--- src/rtl/program_counter.sv ---
// Instruction sequencer: owns the PC, executes jump/call/return and drives the
// push/pop strobes of the instruction stack while mirroring its occupancy.
module program_counter #(
  parameter int unsigned              ADDR_WIDTH  = 16,
  parameter int unsigned              DEPTH_WIDTH = 4,
  parameter logic [ADDR_WIDTH-1:0]    RESET_VEC   = '0
) (
  input  logic                   i_clk,
  input  logic                   i_rst,
  input  logic                   i_en,
  input  logic                   i_jump,
  input  logic                   i_call,
  input  logic                   i_rtrn,
  input  logic [ADDR_WIDTH-1:0]  i_target,
  input  logic [ADDR_WIDTH-1:0]  i_stack,
  output logic [ADDR_WIDTH-1:0]  o_PC,
  output logic                   o_call,
  output logic                   o_rtrn,
  output logic                   o_ready,
  output logic [DEPTH_WIDTH:0]   o_depth,
  output logic                   o_fault
);

  typedef enum logic [1:0] {
    ST_RUN      = 2'd0,
    ST_RET_WAIT = 2'd1,
    ST_FAULT    = 2'd2
  } state_e;

  localparam logic [DEPTH_WIDTH:0] DEPTH_FULL = {1'b1, {DEPTH_WIDTH{1'b0}}};

  state_e                 state_q, state_d;
  logic [ADDR_WIDTH-1:0]  pc_q, pc_d;
  logic [DEPTH_WIDTH:0]   depth_q, depth_d;
  logic                   fault_q, fault_d;
  logic                   call_strobe, rtrn_strobe;

  // NOTE: every signal written here gets a default first so no path leaves it
  // unassigned, which would otherwise infer a latch.
  always_comb begin
    state_d     = state_q;
    pc_d        = pc_q;
    depth_d     = depth_q;
    fault_d     = fault_q;
    call_strobe = 1'b0;
    rtrn_strobe = 1'b0;

    case (state_q)
      ST_RUN: begin
        if (i_en) begin
          if (i_rtrn) begin
            if (depth_q != '0) begin
              rtrn_strobe = 1'b1;
              depth_d     = depth_q - 1'b1;
              state_d     = ST_RET_WAIT;
            end else begin
              state_d = ST_FAULT;
              fault_d = 1'b1;
            end
          end else if (i_call) begin
            if (depth_q != DEPTH_FULL) begin
              call_strobe = 1'b1;
              pc_d        = i_target;
              depth_d     = depth_q + 1'b1;
            end else begin
              state_d = ST_FAULT;
              fault_d = 1'b1;
            end
          end else if (i_jump) begin
            pc_d = i_target;
          end else begin
            pc_d = pc_q + 1'b1;
          end
        end
      end

      // The stack registered the return address at the pop edge; load it now.
      ST_RET_WAIT: begin
        pc_d    = i_stack;
        state_d = ST_RUN;
      end

      ST_FAULT: begin
        state_d = ST_FAULT;
      end

      default: begin
        state_d = ST_FAULT;
        fault_d = 1'b1;
      end
    endcase
  end

  // NOTE: state registers use non-blocking assignments so every flop samples
  // the pre-edge values regardless of statement order.
  always_ff @(posedge i_clk) begin
    if (i_rst) begin
      state_q <= ST_RUN;
      pc_q    <= RESET_VEC;
      depth_q <= '0;
      fault_q <= 1'b0;
    end else begin
      state_q <= state_d;
      pc_q    <= pc_d;
      depth_q <= depth_d;
      fault_q <= fault_d;
    end
  end

  assign o_PC    = pc_q;
  assign o_call  = call_strobe;
  assign o_rtrn  = rtrn_strobe;
  assign o_ready = (state_q == ST_RUN);
  assign o_depth = depth_q;
  assign o_fault = fault_q;

endmodule

--- config.mk ---
export PLATFORM = sky130hd
export DESIGN_NAME = program_counter
export DESIGN_NICKNAME = d
export VERILOG_FILES = /design/src/rtl/program_counter.sv
export SDC_FILE = /design/constraint.sdc
export NUM_CORES = 1
export LEC_CHECK = 0
export ABC_AREA = 1
export CAP_MARGIN = 25
export CORE_MARGIN = 4
export CORE_UTILIZATION = 43
export CTS_BUF_LIST = sky130_fd_sc_hd__clkbuf_8
export DETAILED_ROUTE_END_ITERATION = 16
export GPL_TIMING_DRIVEN = 0
export PLACE_DENSITY = 0.84
export SYNTH_ARGS = -nofsm -noshare
export SYNTH_HDL_FRONTEND = slang
export SYNTH_SLANG_ARGS = --single-unit
--- constraint.sdc ---
create_clock -name i_clk -period 1.52 [get_ports i_clk]
set_clock_uncertainty 0.15 [all_clocks]
set_input_delay 0.456 -clock i_clk [delete_from_list [all_inputs] [get_ports i_clk]]
set_output_delay 0.456 -clock i_clk [all_outputs]
set_load 0.01 [all_outputs]
==> results.tsv, run 1 <==
stage	metric	value	unit
place	gp_congestion	0.856	
layout	most-common-layout-cells	71 x nand2_1, 45 x nor2_1, 33 x clkdlybuf4s50_1	
detailed_routing	ant_nets	0	
place	dp_hpwl	4230	um
global_route	grt_pass1_vias	2482	
global_route	grt_max_degree	14	
yosys	synth_cell_types	27	
critical_path	start_kind	flop	
layout	synthToLayoutAreaGrowth	75.9	%
die	core	4090	um2
layout	fillCellCount	269	
yosys	synth_nets	359	
place	io_buffers	61	
die	die_area	5430	um2
clock_tree	clock_sinks	24	
sta	hold_violations	0	
yosys	synth_top_family_by_area	simple AND/OR/NAND/NOR gates	
layout	antennaDiodeCount	0	
clock_tree	cts_tree	yes	
critical_path	worst-setup-path-type	reg -> out	
pwr	p_total	3.73	mW
detailed_routing	drtPass1Iterations	5	
clock_tree	clockBufferDepth	2	
detailed_routing	vias_per_cell	5.63	
sta	min_period	1.98	ns
critical_path	crit_arrival	1.38	ns
yosys	synthXorXnorAreaFrac	0.0189	
layout	multi_input_area	1420	um2
layout	final_common_cell	nand2_1	
layout	nets	460	
yosys	synth-compound-area-share	0.169	
pwr	power_density	1140	nW/um2
yosys	dominantRegCellSynth	dfxtp_1	
critical_path	critPathMaxFanout	2	
sta	rsz0062_at_grt	yes	
global_route	antenna_found_initial	0	
run_status	violations	negative setup slack	
global_route	grt.overflow.total	0	
yosys	yosys.area_share.simple	0.380	
pwr	p_leak	1.41	nW
critical_path	max_stage_delay	0.36	ns
detailed_routing	wl_per_cell	16.4	um
place	place_ws	-1.07	ns
sta	clock.fmax	504	MHz
detailed_routing	num_vias	2610	
sta	max_slew_margin	0.753	
worst_hold_path	holdPathStages	2	
yosys	syn_area_per_cell	5.91	um2
sta	slew_viol_final	0	
die	ioPinCount	63	
critical_path	rrSetupSlack	-0.40	ns
yosys	synthCells	314	
clock_tree	cts_root_buf	clkbuf_8	
detailed_routing	route.detailed.drc	0	
layout	regArea	552	um2
critical_path	crit_path_end_kind	output port	
detailed_routing	wirelength	7630	um
worst_hold_path	worstHoldPathType	reg -> reg	
yosys	synth_edf_count	0	
pwr	irDropWorstVdd	0.987	mV
yosys	ys_ff_latch	24	
yosys	synthMuxAreaShare	0	
sta	setup_viol	26	
layout	fin_util	0.798	
detailed_routing	first_iter_violations	294	
worst_hold_path	min_from	o_fault$_SDFFE_PP0P_	
die	die_y	73.7	um
yosys	synth-async-reset-ratio	0	
yosys	ys_seq_area_frac	0.259	
yosys	syn_area	1850	um2
global_route	grt_usage	0.271	
clock_tree	holdBufCountCts	0	
clock_tree	clk_latency	0.28	ns
critical_path	r2r_start	state_q[0]$_SDFFE_PP0P_	
global_route	grt_pass1_wl	11400	um
yosys	ys_warn_count	0	
critical_path	cp_cell_sequence	nor2_4 -> nand2_2 -> or2_4 -> nand4_1 -> inv_2 -> buf_6	
die	fp.dieW	73.7	um
sta	min_period_over_period	1.30	
flow_run	max_cap_viol_count	0	
yosys	yosys.area_share.adder	0.0513	
sta	finalWorstSetupSlack	-0.463	ns
clock_tree	path_clk_slew	0.09	ns
critical_path	reg2regPathDepth	14	
critical_path	worstPathRequired	0.91	ns
run_status	status	complete, but fails checks	
clock_tree	cts-htree-levels	1	
clock_tree	numCtsBuffers	3	
sta	worst_pin_slew	0.369	ns
critical_path	r2r_end	o_PC[8]$_SDFFE_PP0P_	
critical_path	critical-path-slowest-cell	dfxtp_4	
layout	drive_gt1_frac	0.389	
worst_hold_path	min_to	o_fault$_SDFFE_PP0P_	
die	initial_core_util	0.454	
die	rows	23	
[flip-flops by register name, indices dropped and copies added (netlist names)]
name	flops
o_PC	16
o_fault	1
o_depth	5
state_q	2
[cells by family after synthesis]
group                    after synthesis
AND/OR/NAND/NOR                      168
flip-flops                            24
adder cells (fa/ha/maj)                7
XOR/XNOR                               4
buffers and inverters                 50
AO/OA/AOI/OAI                         61
[repair_timing]
| action | CTS | global route |
|---|---|---|
| setup buffers | 29 | 13 |
| setup endpoints to repair | 49 | 49 |
| pin swaps | 23 | 26 |
| cloned | 2 | 0 |
| resized for setup | 169 | 63 |
[metal layers]
layer	vias up	global-route usage	routed length [um]
li1	1219	-	-
met1	1190	0.307	2720
met2	164	0.481	3890
met3	37	0.0698	731
met4	0	0.107	278
met5	-	0	0
[synth_stat cells (3+ instances only)]
library cell	n	area, um2
xor2_1	3	26.3
nand2_1	75	282
a21oi_1	31	155
nand3_1	26	130
nor2_1	53	199
o21ai_0	27	135
nand4_1	9	56.3
inv_1	37	139
ha_1	6	75.1
clkbuf_1	4	15.0
dfxtp_1	24	480
[worst max path at each step]
stage          depth (start not counted)               startpoint                   end  slack [ns]
2_1_floorplan                          9  state_q[1]$_SDFFE_PP0P_  o_PC[4]$_SDFFE_PP0P_       -0.03
3_3_place_gp                           5                   i_rtrn                o_call       -1.04
3_5_place_dp                           4                   i_rtrn                o_rtrn       -1.07
4_1_cts                                6  o_depth[2]$_SDFFE_PP0P_                o_rtrn       -0.42
5_1_grt                                6  o_depth[3]$_SDFFE_PP0P_                o_rtrn       -0.51
6_report                               6  o_depth[3]$_SDFFE_PP0P_                o_rtrn       -0.46
[power by group]
| part | leakage, nW | switching, mW | internal, mW | total, mW |
|---|---|---|---|---|
| Sequential | 0.211 | 0.190 | 0.814 | 1.00 |
| Combinational | 1.17 | 1.10 | 1.16 | 2.26 |
| Clock | 0.0288 | 0.236 | 0.233 | 0.468 |
| Total | 1.41 | 1.52 | 2.21 | 3.73 |
[through the flow]
stage                     hold slack, ns  instances  area [um2]  setup TNS (ns)
final                              0.338        464        3260           -7.15
after global routing               0.357        464        3260           -8.76
after CTS                          0.337        459        3140           -6.46
after detailed placement           0.316        425        2590          -18.72
after global placement             0.309        425        2590          -18.45
after floorplan                    0.300        314        1920         -0.0324
[worst max-delay path, delay by kind of cell, from the launching register on]
| family | cells | cell delay [ns] |
|---|---|---|
| simple gates | 4 | 0.56 |
| buf+inv | 2 | 0.16 |
| flops | 1 | 0.36 |
[final cells by class]
cell class                      count  share of cell area
Multi-Input combinational cell    240               0.435
Clock buffer                        4              0.0169
Sequential cell                    24               0.169
Timing Repair Buffer               96               0.278
Tap cell                           50              0.0192
Buffer                             11              0.0334
Inverter                           39              0.0487
Note: power is estimated with default switching activity, not from simulation.
==> inputs of run 2 (changes only) <==
--- a/config.mk
+++ b/config.mk
@@ -8,11 +8,11 @@
 export ABC_AREA = 1
 export CAP_MARGIN = 25
 export CORE_MARGIN = 4
-export CORE_UTILIZATION = 43
+export CORE_UTILIZATION = 47
 export CTS_BUF_LIST = sky130_fd_sc_hd__clkbuf_8
 export DETAILED_ROUTE_END_ITERATION = 16
 export GPL_TIMING_DRIVEN = 0
-export PLACE_DENSITY = 0.84
+export PLACE_DENSITY = 0.87
 export SYNTH_ARGS = -nofsm -noshare
 export SYNTH_HDL_FRONTEND = slang
 export SYNTH_SLANG_ARGS = --single-unit
==> constraint.sdc (replaced) <==
create_clock -name i_clk -period 2.26 [get_ports i_clk]
set_clock_uncertainty 0.15 [all_clocks]
set_input_delay 0.678 -clock i_clk [delete_from_list [all_inputs] [get_ports i_clk]]
set_output_delay 0.678 -clock i_clk [all_outputs]
set_load 0.01 [all_outputs]
==> run 2 against run 1 <==
Effect of this change: the run now ends clean; wire length decreased by 25%; sequential share of layout area increased by 1.3 points; die area decreased by 7.6%; flip-flop and latch count unchanged; clock power decreased by 46%; utilization decreased by 7.3 points; first-iteration DRC count decreased by 42%; non-clock buffer count decreased by 20; count of clock-buffer cells in the layout decreased by 1; final cell count decreased by 5.0%; sequential power decreased by 36%; global-route usage decreased by 4.3 points; largest cell class unchanged; highest routed layer unchanged.
==> results.tsv, run 2 (same netlist as run 1, synthesis figures left out) <==
stage	metric	value	unit	change
pwr	p_leak	1.17	nW	was 1.41 nW
clock_tree	cts_tree	yes		unchanged
sta	rsz0062_at_grt	yes		unchanged
pwr	p_total	1.92	mW	was 3.73 mW
clock_tree	numCtsBuffers	3		unchanged
sta	max_slew_margin	0.638		was 0.753
critical_path	worst-setup-path-type	reg -> out		unchanged
layout	nets	440		was 460
global_route	grt_pass1_vias	2238		was 2482
detailed_routing	wl_per_cell	12.9	um	was 16.4 um
layout	largest_register_ffs	16		unchanged
clock_tree	path_clk_slew	0.08	ns	was 0.09 ns
clock_tree	cts_root_buf	clkbuf_8		unchanged
die	die_y	70.8	um	was 73.7 um
critical_path	crit_arrival	1.39	ns	was 1.38 ns
die	ioPinCount	63		unchanged
die	initial_core_util	0.495		was 0.454
layout	synthToLayoutAreaGrowth	46.4	%	was 75.9%
layout	antennaDiodeCount	0		unchanged
critical_path	cp_cell_sequence	nor2_4 -> buf_4 -> buf_4 -> nand3_1 -> nand4_1 -> inv_1 -> clkdlybuf4s15_2		was nor2_4 -> nand2_2 -> or2_4 -> nand4_1 -> inv_2 -> buf_6
layout	most-common-layout-cells	74 x nand2_1, 55 x clkdlybuf4s50_1, 50 x nor2_1		was 71 x nand2_1, 45 x nor2_1, 33 x clkdlybuf4s50_1
critical_path	start_kind	flop		unchanged
critical_path	worstPathRequired	1.43	ns	was 0.91 ns
pwr	comb_power_share	0.533		was 0.606
detailed_routing	first_iter_violations	171		was 294
sta	clock.fmax	451	MHz	
detailed_routing	wirelength	5690	um	was 7630 um
sta	final.setup.tns	0	ns	was -7.15 ns
critical_path	crit_path_end_kind	output port		unchanged
global_route	grt_max_degree	13		was 14
place	io_buffers	61		unchanged
global_route	antenna_found_initial	0		unchanged
layout	fin_util	0.725		was 0.798
clock_tree	holdBufCountCts	0		unchanged
sta	worst_pin_slew	0.543	ns	was 0.369 ns
pwr	seqPwrFrac	0.336		was 0.269
clock_tree	clockBufferDepth	2		unchanged
place	dp_hpwl	4080	um	was 4230 um
pwr	power.net_switching	749	uW	was 1.52 mW
global_route	grt.overflow.total	0		unchanged
critical_path	cp_top_family	buffers and inverters		was simple AND/OR/NAND/NOR gates
critical_path	critPathMaxFanout	4		was 2
clock_tree	cts-htree-levels	1		unchanged
pwr	swShare	0.391		was 0.408
critical_path	critical-path-slowest-cell	dfxtp_4		unchanged
die	core	3740	um2	was 4090 um2
run_status	status	completed		was complete, but fails checks
global_route	grt_usage	0.229		was 0.271
detailed_routing	ant_nets	0		unchanged
die	fp.dieW	70.8	um	was 73.7 um
sta	min_period	2.22	ns	
clock_tree	clk_latency	0.26	ns	was 0.28 ns
pwr	intPower	1.17	mW	was 2.21 mW
place	gp_congestion	0.883		was 0.856
layout	drive_gt1_frac	0.122		was 0.389
sta	min_period_over_period	0.982		
critical_path	crit_buf_inv	4		was 2
detailed_routing	vias_per_cell	5.18		was 5.63
sta	setup_viol	0		was 26
layout	final_common_cell	nand2_1		unchanged
detailed_routing	drtPass1Iterations	5		unchanged
sta	hold_violations	0		unchanged
clock_tree	clock_sinks	24		unchanged
die	rows	22		was 23
sta	slew_viol_final	0		unchanged
critical_path	crit_top_cell	buf_4		
pwr	irDropWorstVdd	0.553	mV	was 0.987 mV
detailed_routing	num_vias	2285		was 2610
critical_path	max_stage_delay	0.37	ns	was 0.36 ns
die	die_area	5010	um2	was 5430 um2
pwr	power.share.clock	0.131		was 0.125
worst_hold_path	worstHoldPathType	reg -> reg		unchanged
flow_run	max_cap_viol_count	0		unchanged
detailed_routing	route.detailed.drc	0		unchanged
global_route	grt_pass1_wl	9740	um	was 11400 um
pwr	power_density	706	nW/um2	was 1140 nW/um2
## run 2: worst reg2reg max path, stage by stage (launching register included)
cell     delay [ns]
dfxtp_4        0.38
nor2_4         0.05
nand2_2        0.06
or2_4          0.11
nand4_1        0.13
buf_4          0.16
buf_4          0.12
buf_4          0.12
buf_4          0.12
buf_4          0.12
buf_4          0.12
buf_4          0.12
buf_4          0.12
buf_4          0.12
a21oi_1        0.13
## run 2: final timing paths
path | from | endpoint | slack [ns] | depth (start not counted)
hold reg to reg | state_q[1]$_SDFFE_PP0P_ | state_q[1]$_SDFFE_PP0P_ | 0.33 | 2
setup reg to reg | o_depth[0]$_SDFFE_PP0P_ | state_q[0]$_SDFFE_PP0P_ | 0.09 | 14
setup / recovery | o_depth[0]$_SDFFE_PP0P_ | o_call | 0.04 | 7
hold / removal | state_q[1]$_SDFFE_PP0P_ | state_q[1]$_SDFFE_PP0P_ | 0.33 | 2
## run 2: repair_timing
| action | CTS | global route |
|---|---|---|
| buffers inserted | 13 | 2 |
| endpoints found under the setup margin | 5 | 3 |
| pin swaps | 2 | 3 |
| gates resized for setup | 26 | 11 |
## run 2: layer usage
metal,track usage,vias to the layer above,part of all wire
met1,0.281,1017,0.42
met5,0,-,0
met3,0.0568,4,0.079
li1,-,1175,-
met2,0.404,89,0.49
met4,0.0459,0,0.0030
## run 2: stage by stage
step	worst slack [ns]	hold slack [ns]	cells	instance area, um2
2_1_floorplan	0.371	0.294	314	1850
3_3_place_gp	-0.754	0.305	423	2520
3_5_place_dp	-0.763	0.306	423	2520
4_1_cts	0.00555	0.319	439	2680
5_1_grt	-0.0354	0.366	441	2710
6_report	0.0408	0.329	441	2710
## run 2: cell type report
type | count | area [um2]
plain buffers | 11 | 78.8
fillers | 366 | 1030
multi-input cells | 240 | 1180
well taps | 48 | 60.1
clock buffers | 3 | 41.3
flip-flops and latches | 24 | 494
inverters | 39 | 146
repair buffers | 76 | 709
## run 2: power by group through the flow
stage	logic, mW	clock network [mW]	registers [mW]
2_1_floorplan	0.497	0	0.652
3_5_place_dp	0.893	0	0.638
6_report	1.02	0.251	0.643
5_1_grt	1.13	0.285	0.658
4_1_cts	0.980	0.261	0.633
3_3_place_gp	0.869	0	0.637
